==> src/rtl/darkfetch_pkg.sv <==
// darkfetch_pkg: shared types and constants for the darkfetch instruction-fetch block
package darkfetch_pkg;
   typedef struct packed {
      logic [31:0] pc;
      logic [31:0] data;
   } fetch_entry_t;
   localparam logic [31:0] NOP_INSN     = 32'h0000_0013;
   localparam logic [31:0] FETCH_STRIDE = 32'd4;
endpackage

==> src/rtl/darkfetch_fifo.sv <==
// darkfetch_fifo: prefetch FIFO of {pc, data} fetch entries
//   XCLK      in   clock
//   XRES      in   asynchronous active-low reset
//   push      in   write wr_entry at the tail
//   wr_entry  in   entry to write
//   pop       in   drop the head entry
//   flush     in   empty the FIFO (wins over push/pop)
//   count     out  number of valid entries (0..DEPTH)
//   head      out  entry at the head (meaningful only when count != 0)
module darkfetch_fifo
   import darkfetch_pkg::*;
#(
   parameter  int DEPTH = 4,
   localparam int AW    = $clog2(DEPTH),
   localparam int CW    = AW + 1
)(
   input  logic          XCLK,
   input  logic          XRES,
   input  logic          push,
   input  fetch_entry_t  wr_entry,
   input  logic          pop,
   input  logic          flush,
   output logic [CW-1:0] count,
   output fetch_entry_t  head
);
   fetch_entry_t  mem [DEPTH];
   logic [AW-1:0] rd_ptr, wr_ptr;
   always_ff @(posedge XCLK or negedge XRES)
      if (!XRES) begin
         rd_ptr <= '0;
         wr_ptr <= '0;
         count  <= '0;
      end else if (flush) begin
         rd_ptr <= '0;
         wr_ptr <= '0;
         count  <= '0;
      end else begin
         if (push) wr_ptr <= wr_ptr + AW'(1);
         if (pop) rd_ptr <= rd_ptr + AW'(1);
         count <= count + CW'(push) - CW'(pop);
      end
   // storage needs no reset: count gates every read of it
   always_ff @(posedge XCLK)
      if (push && !flush) mem[wr_ptr] <= wr_entry;
   assign head = mem[rd_ptr];
endmodule

==> src/rtl/darkfetch.sv <==
// darkfetch: darkbus instruction-fetch initiator with prefetch FIFO and branch redirect
//   XCLK       in   clock
//   XRES       in   asynchronous active-low reset
//   BUS_ADDR   out  darkbus read address
//   BUS_EN     out  darkbus read enable
//   BUS_DATA   in   darkbus read data, one cycle after BUS_EN
//   BUS_VALID  in   darkbus read data valid
//   REDIR      in   redirect from execute
//   REDIR_PC   in   redirect target
//   IF_VALID   out  head entry available
//   IF_DATA    out  head instruction (NOP when empty)
//   IF_PC      out  head address (holds last value when empty)
//   IF_READY   in   decode accepts head
//   IF_FAULT   out  sticky misaligned-redirect flag, only with DARKFETCH_ALIGN_CHECK_EN
module darkfetch
   import darkfetch_pkg::*;
#(
   parameter int          DEPTH    = 4,
   parameter logic [31:0] RESET_PC = 32'h0000_0000
)(
   input  logic        XCLK,
   input  logic        XRES,
   output logic [31:0] BUS_ADDR,
   output logic        BUS_EN,
   input  logic [31:0] BUS_DATA,
   input  logic        BUS_VALID,
   input  logic        REDIR,
   input  logic [31:0] REDIR_PC,
   output logic        IF_VALID,
   output logic [31:0] IF_DATA,
   output logic [31:0] IF_PC,
   input  logic        IF_READY
`ifdef DARKFETCH_ALIGN_CHECK_EN
   ,output logic       IF_FAULT
`endif
);
   localparam int AW = $clog2(DEPTH);
   localparam int CW = AW + 1;
   logic [31:0]   pc_q, pcin_q, pc_hold_q;
   logic          inflight_q, fault_q, issue, push, pop;
   logic [CW-1:0] count, credit;
   fetch_entry_t  head;
   // an in-flight read already owns a FIFO slot, so it counts against space
   assign credit   = count + CW'(inflight_q);
   assign issue    = XRES && !REDIR && (credit < CW'(DEPTH)) && !fault_q;
   assign push     = BUS_VALID && inflight_q && !REDIR;
   assign pop      = IF_VALID && IF_READY && !REDIR;
   assign BUS_EN   = issue;
   assign BUS_ADDR = pc_q;
   assign IF_VALID = count != '0;
   assign IF_DATA  = IF_VALID ? head.data : NOP_INSN;
   assign IF_PC    = IF_VALID ? head.pc : pc_hold_q;
   darkfetch_fifo #(.DEPTH(DEPTH)) u_fifo (
      .XCLK     (XCLK),
      .XRES     (XRES),
      .push     (push),
      .wr_entry ('{pc: pcin_q, data: BUS_DATA}),
      .pop      (pop),
      .flush    (REDIR),
      .count    (count),
      .head     (head)
   );
   always_ff @(posedge XCLK or negedge XRES)
      if (!XRES) begin
         pc_q       <= RESET_PC;
         pcin_q     <= RESET_PC;
         inflight_q <= 1'b0;
      end else if (REDIR) begin
         pc_q       <= REDIR_PC & ~32'd3;
         inflight_q <= 1'b0;
      end else begin
         inflight_q <= issue;
         if (issue) begin
            pc_q   <= pc_q + FETCH_STRIDE;
            pcin_q <= pc_q;
         end
      end
   // IF_PC keeps showing the last head address while the FIFO is empty
   always_ff @(posedge XCLK or negedge XRES)
      if (!XRES) pc_hold_q <= RESET_PC;
      else if (IF_VALID) pc_hold_q <= head.pc;
`ifdef DARKFETCH_ALIGN_CHECK_EN
   always_ff @(posedge XCLK or negedge XRES)
      if (!XRES) fault_q <= 1'b0;
      else if (REDIR) fault_q <= |REDIR_PC[1:0];
   assign IF_FAULT = fault_q;
`else
   assign fault_q = 1'b0;
`endif
endmodule

==> config.mk <==
export PLATFORM = sky130hd
export DESIGN_NAME = darkfetch
export DESIGN_NICKNAME = d
export VERILOG_FILES = /design/src/rtl/darkfetch_pkg.sv /design/src/rtl/darkfetch_fifo.sv /design/src/rtl/darkfetch.sv
export SDC_FILE = /design/constraint.sdc
export NUM_CORES = 1
export LEC_CHECK = 0
export ABC_AREA = 1
export CAP_MARGIN = 20
export CORE_AREA = 5 5 197 199
export CTS_CLUSTER_DIAMETER = 40
export DETAILED_ROUTE_END_ITERATION = 10
export DIE_AREA = 0 0 202 204
export GPL_TIMING_DRIVEN = 0
export SYNTH_ARGS = -nofsm -noshare
export SYNTH_HDL_FRONTEND = slang
export SYNTH_SLANG_ARGS = --single-unit
==> constraint.sdc <==
create_clock -name XCLK -period 6.4 [get_ports XCLK]
set_input_delay 1.28 -clock XCLK [delete_from_list [all_inputs] [get_ports XCLK]]
set_output_delay 1.28 -clock XCLK [all_outputs]
set_load 0.1 [all_outputs]
==> results of run 1 <==
-- worst register-to-register path, delay by kind of cell (launching register included) --
family	cells	cell delay (ns)
simple gates	2	1.15
buf+inv	4	0.83
flops	1	0.36
-- worst paths after layout --
kind	startpoint	end	slack, ns	cells after the start
worst max-delay path	XRES	BUS_EN	1.04	9
worst min-delay path	pc_hold_q[1]$_DFF_PN0_	pc_hold_q[1]$_DFF_PN0_	0.49	2
worst max register to register	inflight_q$_DFF_PN0_	u_fifo.mem[2][10]$_DFFE_PP_	3.76	6
worst min register to register	pc_hold_q[1]$_DFF_PN0_	pc_hold_q[1]$_DFF_PN0_	0.49	2
max in group asynchronous	XRES	pc_hold_q[5]$_DFF_PN0_	4.89	2
min in group asynchronous	XRES	BUS_ADDR[28]$_DFFE_PN0N_	0.76	1
-- placed cells by master (no fill, tap or decap), types with 3 or more instances in the layout --
cell	n
clkbuf_1	26
inv_2	4
inv_1	62
buf_2	24
nand2_1	188
o21ai_0	127
buf_6	7
nor2_4	11
clkbuf_2	3
inv_8	4
buf_4	12
buf_16	3
a21oi_1	32
clkinvlp_4	3
and2_1	3
ha_1	7
a31oi_1	30
clkbuf_16	47
nand3_1	66
clkdlybuf4s50_1	160
clkinv_2	4
xor2_1	7
nor2_1	308
edfxtp_1	248
clkinv_1	4
o21ai_1	34
nand2_2	10
bufinv_16	7
dfrtp_1	100
buf_12	6
inv_6	6
clkinv_4	4
buf_1	5
nor2_2	7
-- synth_stat cells (2+ instances only) --
cell      instances
inv_1            62
nor2_1          312
a31oi_1          30
a21oi_1          32
clkbuf_1         19
and2_1            3
nand2_4           2
nand3_1          66
buf_1             5
nor2_4            7
clkbuf_2          3
o211ai_1          2
nand2_1         188
edfxtp_1        248
nor2_2            7
o21ai_1          34
o311ai_0          2
o21ai_0         127
ha_1              7
buf_4            11
xor2_1            7
inv_2             4
clkinv_1          4
inv_4             2
buf_6             7
buf_2            24
nand2_2          10
dfrtp_1         100
-- cell families (layout without fill, tap and decap cells) --
logic type / count (synthesis) / after routing / synth area share (%)
other cells: 1 / 2 / 0.0260
fa+ha+maj: 8 / 8 / 0.745
compound gates: 228 / 228 / 8.27
simple gates: 599 / 599 / 17.1
flops: 348 / 348 / 68.9
xor+xnor: 7 / 7 / 0.424
buf+inv: 141 / 395 / 4.58
-- sequential cells by signal, indices dropped and copies added, names as in the netlist --
signal,count
pcin_q,30
inflight_q,1
u_fifo.mem,248
pc_hold_q,32
u_fifo.rd_ptr,2
BUS_ADDR,30
u_fifo.wr_ptr,2
u_fifo.count,3
-- per-stage QoR --
stage	setup slack [ns]	utilization (%)
2_1_floorplan	0.911	-
3_3_place_gp	-2.41	45.0
3_5_place_dp	0.997	45.6
4_1_cts	0.992	50.0
5_1_grt	0.780	50.0
6_report	1.04	50.0
-- per-layer routing --
metal,track usage (%),vias to the layer above
li1,-,4976
met1,24.8,4853
met2,30.3,326
met3,4.00,55
met4,4.98,0
met5,0,-
-- final cells by class --
| type | count | area share (%) |
|---|---|---|
| inverters | 72 | 1.49 |
| repair buffers | 170 | 9.79 |
| multi-input cells | 844 | 20.9 |
| clock inverters | 28 | 2.08 |
| plain buffers | 69 | 2.09 |
| clock buffers | 56 | 6.65 |
| well taps | 474 | 3.21 |
| flip-flops and latches | 348 | 53.8 |
-- report_power, final --
group,internal (W),switching (W)
Sequential,0.00275,0.000223
Clock,0.00168,0.000993
Combinational,0.000931,0.00351
Total,0.00535,0.00473
==> metrics.txt, run 1 <==
flops & latches, synth about 350; clock sinks 348; Post-Layout Cell Count 2061; CTS resizes 0; GRT Util Overall 18.4%; Row Count 71; H-tree depth 2; VDD IR max 272 uV; top sig layer met4; critical path buffer and inverter count 7; die height 204 um; CTS tree built; Yosys cell types 35; clk slew on worst S/H paths 0.05 ns; critical path arrival 4.08 ns; RSZ-0062 raised after global routing false; Hold Path Class flop to flop; Mean Syn Cell Area about 11 um^2; layout cell share with drive strength beyond 1 10.7%; crit end category primary output; Final Cycle Share 83.7%; RD Place Congestion 0.794; post-route cell area 18500 um^2; async set-reset flop share out of synthesis 28.7%; M1 wire length 16900 um; Post-Place Cell Area roughly 17000 um^2; worst-path fanout max a little under 60; DR iter-0 viols 621; number of global-route vias before repair around 10000; antenna violations before repair 0; Syn. warnings 0; largest area contributor in the netlist edfxtp_1; leakage power figure between 7 and 8 nW; first-pass GRT wire length 59700 um; Remaining DRCs 0; clk buf depth 3; worst-path cell with the longest stage delay clkdlybuf4s50_1; Reg area approximately 9900 um^2; post-route ant nets 0; Cell Pwr Density ~540 nW/um^2; grt ovf 0; Initial Utilization between 30% and 40%; mapped cell area between 10000 and 15000 um^2; Skew-Pair Late Insertion Delay 0.54 ns; Final Hold Fails 0; Crit Path Class input port to primary output; final WL around 38000 um; Num CTS Buffers 45; minimum clock period after layout ~5.4 ns; Max Clock Freq 187 MHz; vias per cell ~5; Final setup viols 0; Die X approximately 200 um; Seq/Total Area, Yosys roughly 69%; Hold Worst Slack 0.487 ns; CP Cell Sequence buf_4 > buf_16 > inv_1 > nor2_1 > nand3_1 > buf_6 > inv_4 > buf_6 > clkdlybuf4s50_1; Worst Tran Pin Value approximately 1.1 ns; Post-Synthesis Cells roughly 1300; Post-synth EDFFs 248; setup repair bufs after CTS 0; nets@finish 1627; Met3 Routed Length around 2600 um; Inst Count DP 1977; CP peak stage delay 1.15 ns; Inserted Diodes 0; status finished, final reports clean; overall power 0.0101 W; main flop type after synthesis edfxtp_1; top-area cell type share of the netlist area 51.5%; dpl hpwl between 20000 and 30000 um; drt wl/cell ~18 um; crit start category input port; skew final 0.0126 ns; Core Area between 30000 and 40000 um^2; Top Family by Delay on Critical Path buffers and inverters; drt pass-1 iters 5; # fillers around 3300; area of the die 41200 um^2; pin count of the biggest net entering global routing 60; area delta synth->final 28.1%; fin. max-slew vios 0; WP data required 5.12 ns; via count between 10000 and 15000; Port Buf Inserts approximately 160; largest cells by area after synthesis edfxtp_1 (52%), dfrtp_1 (17%), nor2_1 (8.1%); met2 WL post-DR approximately 18000 um; worst rel slew slack 27.2%; hold buffer count at cts 0; root cell of the clock tree clkbuf_16; I/O pins 167; Most Frequent Cell on Critical Path buf_6; maxcap violations 0; Final TNS setup 0 ns; area of the multi-input gates between 3000 and 4000 um^2
No activity file was read; power rests on OpenSTA's default activity.
==> run 2: changes to the inputs <==
==> constraint.sdc (replaced) <==
create_clock -name XCLK -period 4.87 [get_ports XCLK]
set_input_delay 0.974 -clock XCLK [delete_from_list [all_inputs] [get_ports XCLK]]
set_output_delay 0.974 -clock XCLK [all_outputs]
set_load 0.1 [all_outputs]
==> metrics.txt, run 2 (synthesized netlist as in run 1, its figures left out) <==
dpl hpwl around 26000 um; grt ovf 0; CTS resizes 0; Port Buf Inserts about 160; Worst Slack Setup Final 0.486 ns; Final TNS setup 0 ns; Crit Path Class flop to primary output; Pint 0.00700 W; Post-Place Worst Slack 0.469 ns; leakage power figure just over 7 nW; clock sinks around 350; minimum clock period after layout around 4.4 ns; H-tree depth 2; worst-path fanout max 10; worst rel slew slack between 20 and 25%; Die X a little over 200 um; # fillers 3312; die height 204 um; first-pass GRT wire length about 59000 um; GRT Util Overall ~18%; crit end category primary output; Largest regs u_fifo.mem x248, pc_hold_q x32; CTS tree built; Row Count 71; Max Clock Freq 228 MHz; Initial Utilization 39.0%; antenna violations before repair 0; setup repair bufs after CTS 0; Largest Register u_fifo.mem; Final Cycle Share approximately nine tenths; crit start category flop; maxcap violations 0; gr busiest metal met2; Sw Share 46.8%; critical path arrival 3.41 ns; RSZ-0062 raised after global routing false; VDD IR max 338 uV; nets@finish approximately 1600; Final setup viols 0; Gate power share roughly 44%; Hold Worst Slack 0.436 ns; Num CTS Buffers 46; layout cell share with drive strength beyond 1 10.8%; I/O pins 167; vias per cell 4.94; Cell Pwr Density about 700 nW/um^2; Clock Power Share 26.1%; via count 10200; clk buf depth 3; Remaining DRCs 0; Finished Core Util 50.0%; GR Util met2 29.6%; final WL roughly 38000 um; Core Area 37000 um^2; P_sw approximately 0.006 W; area delta synth->final 28.1%; root cell of the clock tree clkbuf_16; commonest non-fill, non-tap cell in the layout nor2_1; Worst Tran Pin Value around 1.1 ns; most frequent cells in the layout nor2_1 (308), edfxtp_1 (248), nand2_1 (188), clkdlybuf4s50_1 (160), o21ai_0 (127); Skew-Pair Late Insertion Delay 0.54 ns; Final Hold Fails 0; post-route ant nets 0; pin count of the biggest net entering global routing 60; hold buffer count at cts 0; number of global-route vias before repair 10500; max reg flops between 200 and 250; Hold Path Class input port to asynchronous set/reset pin; M3 GR Usage roughly 3.7%; fin. max-slew vios 0; skew final 0.0169 ns; clk slew on worst S/H paths 0.05 ns; DR iter-0 viols 656; drt pass-1 iters 5; WP data required around 4 ns; RD Place Congestion around 0.9; GR Util met1 24.6%; sequential share of power 29.6%; area of the die slightly above 40000 um^2; drt wl/cell between 15 and 20 um; Inserted Diodes 0; status finished, final reports clean
run 2: worst max-delay path, cell delays in order, from the launching register on:
cell and delay, ns:
dfrtp_1 0.44, nor2_1 0.07, nand2_1 0.25, buf_1 0.48
nor2_1 0.08, a31oi_1 0.33, clkdlybuf4s50_1 1.21
run 2: per-stage QoR:
step | area (um^2) | total power [W] | cells
after global placement | 16700 | 0.00978 | 1968
final | 18500 | 0.0132 | 2062
after detailed placement | 16900 | 0.00982 | 1978
after global routing | 18500 | 0.0137 | 2062
after CTS | 18500 | 0.0133 | 2062
after floorplan | 14500 | 0.00818 | 1333
run 2: final timing paths:
check / cells past startpoint / start / slack [ns] / to
setup / recovery: 6 / u_fifo.count[1]$_DFF_PN0_ / 0.49 / IF_PC[18]
hold / removal: 1 / XRES / 0.44 / BUS_ADDR[21]$_DFFE_PN0N_
setup reg to reg: 12 / u_fifo.count[1]$_DFF_PN0_ / 2.30 / u_fifo.count[2]$_DFF_PN0_
hold reg to reg: 2 / pc_hold_q[0]$_DFF_PN0_ / 0.48 / pc_hold_q[0]$_DFF_PN0_
max in group asynchronous: 2 / XRES / 3.71 / pc_hold_q[30]$_DFF_PN0_
min in group XCLK: 2 / pc_hold_q[0]$_DFF_PN0_ / 0.48 / pc_hold_q[0]$_DFF_PN0_
run 2: area by class of cell:
cell class | instances | area, um^2 | area share (%)
Clock inverter | 26 | 297 | 1.60
Buffer | 69 | 387 | 2.09
Timing Repair Buffer | 171 | 1840 | 9.94
Inverter | 72 | 275 | 1.49
Tap cell | 474 | 593 | 3.20
Multi-Input combinational cell | 844 | 3870 | 20.9
Clock buffer | 58 | 1300 | 7.02
Sequential cell | 348 | 9950 | 53.7
run 2: layer usage:
layer  vias up  share of wire, %
met1      4813                45
met4         0               3.1
met5         -                 0
li1       4958                 -
met3        72               6.1
met2       336                46
run 2: power groups by stage:
stage	Clock, W	Sequential (W)	Combinational, W
after floorplan	0	0.00419	0.00399
after detailed placement	0	0.00395	0.00587
final	0.00344	0.00390	0.00583
after CTS	0.00350	0.00390	0.00589
after global placement	0	0.00394	0.00584
after global routing	0.00364	0.00395	0.00611
==> run 3: changes to the inputs <==
==> constraint.sdc (replaced) <==
create_clock -name XCLK -period 4.87 [get_ports XCLK]
set_input_delay 0.974 -clock XCLK [delete_from_list [all_inputs] [get_ports XCLK]]
set_output_delay 0.974 -clock XCLK [all_outputs]
set_load 0.01 [all_outputs]
==> results of run 3 <==
The final DEF is identical to that of run 1. Status: finished, final reports clean.
Among the figures that moved: setup slack after placement 0.997 ns -> 0.677 ns; clock-pin slew on the worst setup and hold paths 0.05 ns -> 0.06 ns; setup slack after layout 1.04 ns -> 0.725 ns; hold slack 0.487 ns -> 0.455 ns; register-to-register setup slack 3.76 ns -> 2.23 ns; total power 0.0101 W -> 0.0104 W; worst IR drop on VDD 272 uV -> 277 uV
==> patch 1, RTL diff (flow settings as in run 2) <==
Add a define of `DARKFETCH_ALIGN_CHECK_EN`.
--- a/src/rtl/darkfetch.sv
+++ b/src/rtl/darkfetch.sv
@@ -13,4 +13,6 @@
 //   IF_READY   in   decode accepts head
 //   IF_FAULT   out  sticky misaligned-redirect flag, only with DARKFETCH_ALIGN_CHECK_EN
+`define DARKFETCH_ALIGN_CHECK_EN
+
 module darkfetch
    import darkfetch_pkg::*;
Behaviour (old outputs only; new: IF_FAULT): not the same (Yosys sat finds a counterexample within 4 cycles, from zero or initial values).
==> patch 1 against run 2 <==
- synthesized area shrank 0.36%
- sequential cell count grew 1
- final area grew 0.10%
- fmax shrank 5.5%
- synthesized cell count grew 0.83%
- power shrank 9.2%
- routed wire length grew 0.10%
- worst setup slack lost 0.25 ns
- critical path type unchanged
- largest cell class unchanged
==> patch 1: results (changes against run 2) <==
stage	metric	value	unit	change
placement	placed cells	1992		+0.71%
timing	Fin Hold WS	0.456	ns	+0.0206 ns
timing	skew final	0.0196	ns	+0.00271 ns
placement	pre-CTS setup slack	0.470	ns	+0.00168 ns
placement	routability congestion estimate	0.886		-1.5%
placement	Placed Area	16900	µm²	about the same
global_route	GRT Util Overall	18.2	%	+0.040 points
layout	final non-filler cell total	2080		+0.87%
setup_path	R2R setup slack	2.16	ns	-0.14 ns
logic_synthesis	Yosys cell types	33		-5.7%
logic_synthesis	Synth Instances	1343		+0.83%
setup_path	end of the critical path	IF_PC[17]		
run_status	status	completed		
route	routed length on met2	17800	µm	+2.7%
layout	share of layout cells above drive strength 1	9.03	%	-1.8 points
layout	final net count	1644		+0.92%
power_and_ir_drop	cell area power density	646	nW/µm²	-9.3%
global_route	M3 GR Usage	3.79	%	+0.13 points
power_and_ir_drop	Comb power frac	38.9	%	-5.4 points
setup_path	WP data arrival	3.66	ns	+0.25 ns
route	initial drt markers	502		-23%
power_and_ir_drop	Peak VDD IR	0.313	mV	-7.3%
logic_synthesis	Async SR Flop Fraction	28.9	%	+0.20 points
layout	Layout fillers	3302		-0.30%
placement	Buffers on Ports	164		+1.9%
power_and_ir_drop	Leak	7.02	nW	-0.80%
patch 1: cell count changes in the layout (fill, tap and decap cells not counted), moves of 7 or more:
cell      change
nor2_1       +11
clkinv_1      +7
o21ai_1       -7
clkbuf_1     +12
nand2_2       -8
nand2_1      +16
buf_4         -7
patch 1: kinds of logic after synthesis:
kind of cell | after synthesis | share of synthesized area [%]
AOI/OAI and AO/OA | 226 | 8.19
DFF | 349 | 69.3
adders and majority gates | 8 | 0.747
xor gates and xnor gates | 5 | 0.304
and+or+nand+nor | 614 | 17.0
other | 1 | 0.0260
buffers and inverters | 140 | 4.41
patch 1: critical path: stages (launching register included):
cell and delay, ns:
dfrtp_1 0.45, nor2_1 0.12, nand2_1 0.26, buf_2 0.31
clkbuf_1 0.31, a31oi_1 0.44, clkdlybuf4s50_1 1.21
patch 1: area by class of cell:
class	count	share of cell area, %
multi-input combinational	855	20.6
tap	474	3.20
inverter	71	1.47
timing repair buffer	174	10.1
clock inverter	35	2.21
sequential	349	53.8
buffer	69	1.96
clock buffer	53	6.58
==> patch 2, RTL diff (settings of run 2) <==
Without the edit above. `DEPTH` is set to 4 in 2 places; all go to 8.
--- a/src/rtl/darkfetch_fifo.sv
+++ b/src/rtl/darkfetch_fifo.sv
@@ -11,5 +11,5 @@
    import darkfetch_pkg::*;
 #(
-   parameter  int DEPTH = 4,
+   parameter  int DEPTH = 8,
    localparam int AW    = $clog2(DEPTH),
    localparam int CW    = AW + 1
--- a/src/rtl/darkfetch.sv
+++ b/src/rtl/darkfetch.sv
@@ -16,5 +16,5 @@
    import darkfetch_pkg::*;
 #(
-   parameter int          DEPTH    = 4,
+   parameter int          DEPTH    = 8,
    parameter logic [31:0] RESET_PC = 32'h0000_0000
 )(
Check against the original RTL: not equivalent (Yosys sat finds a counterexample within 10 cycles, from zero or initial values).
==> patch 2 against run 2 <==
- critical path depth up 2
- core utilization up 30 points
- first-iteration DRC count rose to 2.7 times the old value
- synthesized area up 69%
- power up 46%
- highest routed layer unchanged
- count of clock-buffer cells in the layout up 28
- final area up 60%
- sequential cell count up 251
- worst setup slack worse by 0.42 ns
- global-route usage up 15 points
- synthesized cell count up 59%
- routed wire length up 77%
- combinational power up 26%
- largest power group unchanged
==> patch 2: results (changes against run 2) <==
stage	metric	value	unit	change
route	initial drt markers	1774		+170%
placement	hpwl dp	43200	µm	+68%
power_and_ir_drop	Leak	11.0	nW	+55%
logic_synthesis	leading post-synthesis cells by cell area	edfxtp_1 61%, dfrtp_1 11%, nor2_1 5.9%		
global_route	first-pass GRT wire length	103000	µm	+75%
timing	skew final	0.0224	ns	+0.00553 ns
logic_synthesis	Yosys cell types	31		-11%
logic_synthesis	number of synthesized flops with an enable pin	496		+100%
layout	final non-filler cell total	2900		+41%
clock_network	H-tree Lvls	3		+1
run_status	status	completed		
global_route	largest net degree at the start of global routing	54		-10%
layout	share of layout cells above drive strength 1	10.0	%	-0.81 points
setup_path	slowest CP cell	dlygate4sd2_1		
route	DR pass1 iterations	8		+3
power_and_ir_drop	P_int	10.9	mW	+56%
route	DR vias/cell	6.10		+24%
placement	Placed Area	27200	µm²	+61%
layout	Largest regs	u_fifo.mem x496, pc_hold_q x32		
clock_network	post_cts resized	50		+50
layout	final net count	2449		+50%
setup_path	WP data arrival	3.83	ns	+0.42 ns
route	WL/cell	23.2	µm	+26%
timing	Fin Hold WS	0.442	ns	+0.00637 ns
logic_synthesis	Async SR Flop Fraction	17.2	%	-12 points
placement	routability congestion estimate	0.883		-1.9%
timing	slew of the pin with the lowest slew margin	0.996	ns	-0.135 ns
==> patch 2: cell count changes after synthesis, sizes merged, moves of 3 or more <==
cell	run 2	this run
edfxtp	248	496
o21ai	161	335
nand2	200	295
nand3	66	128
nor2	327	387
o211ai	2	53
inv	68	105
clkbuf	22	56
a31oi	30	0
o22ai	0	29
buf	47	69
clkinv	4	0
dfrtp	100	103
o311ai	3	0
==> patch 2: how the worst max path moves through the flow <==
stage	start	endpoint	slack, ns	cells past startpoint
final	u_fifo.count[2]	IF_PC[10]	0.06	8
after global routing	u_fifo.count[2]	IF_PC[9]	0.01	8
after CTS	u_fifo.count[2]	IF_DATA[30]	0.009	7
after detailed placement	XRES	BUS_EN	0.02	8
after global placement	XRES	BUS_EN	-3.38	8
after floorplan	REDIR	u_fifo.mem[2][0]	0.31	4
==> patch 2: power groups by stage <==
stage               Clock, mW  Combinational [mW]  Sequential [mW]
floorplan                   0                5.02             6.80
global placement            0                7.28             6.59
detailed placement          0                7.38             6.62
CTS                      5.41                7.32             6.53
global route             5.66                7.67             6.59
finish                   5.39                7.34             6.55
==> patch 2: layer usage <==
metal / track usage (%) / up-vias / wire, µm
met4: 14.5 / 0 / 2520
li1: - / 7914 / -
met5: 0 / - / 0
met2: 56.2 / 1083 / 33600
met1: 42.2 / 8526 / 24700
met3: 4.98 / 158 / 6380
==> patch 2: kinds of logic after synthesis <==
family                     synth area share [%]
adders and majority gates                 0.543
buffers and inverters                      4.35
other                                    0.0154
AOI/OAI and AO/OA                          9.93
and+or+nand+nor                            13.3
xor gates and xnor gates                  0.251
DFF                                        71.6
==> patch 2: area by class of cell <==
type / count / area (µm²)
buffer: 125 / 667
fill: 2174 / 7440
tap: 474 / 593
inverter: 105 / 397
sequential: 599 / 17500
timing repair buffer: 185 / 2110
clock buffer: 86 / 1930
multi-input combinational: 1285 / 5940
clock inverter: 41 / 492
==> patch 2: stage by stage <==
| step | total power, mW | setup WS, ns |
|---|---|---|
| after floorplan | 11.8 | 0.311 |
| after global placement | 13.9 | -3.38 |
| after detailed placement | 14.0 | 0.0180 |
| after CTS | 19.3 | 0.00864 |
| after global routing | 19.9 | 0.0118 |
| final | 19.3 | 0.0640 |
==> patch 2: worst reg2reg max path, cell delays in order, from the launching register on <==
cell and delay [ns]:
dfrtp_1 0.38, inv_1 0.09, ha_1 0.14, nand3_1 0.57, buf_2 0.48, nand3_1 0.13, inv_1 0.13, ha_1 0.30
inv_1 0.05, ha_1 0.23, fa_1 0.40, xnor2_1 0.17, nor2_1 0.05
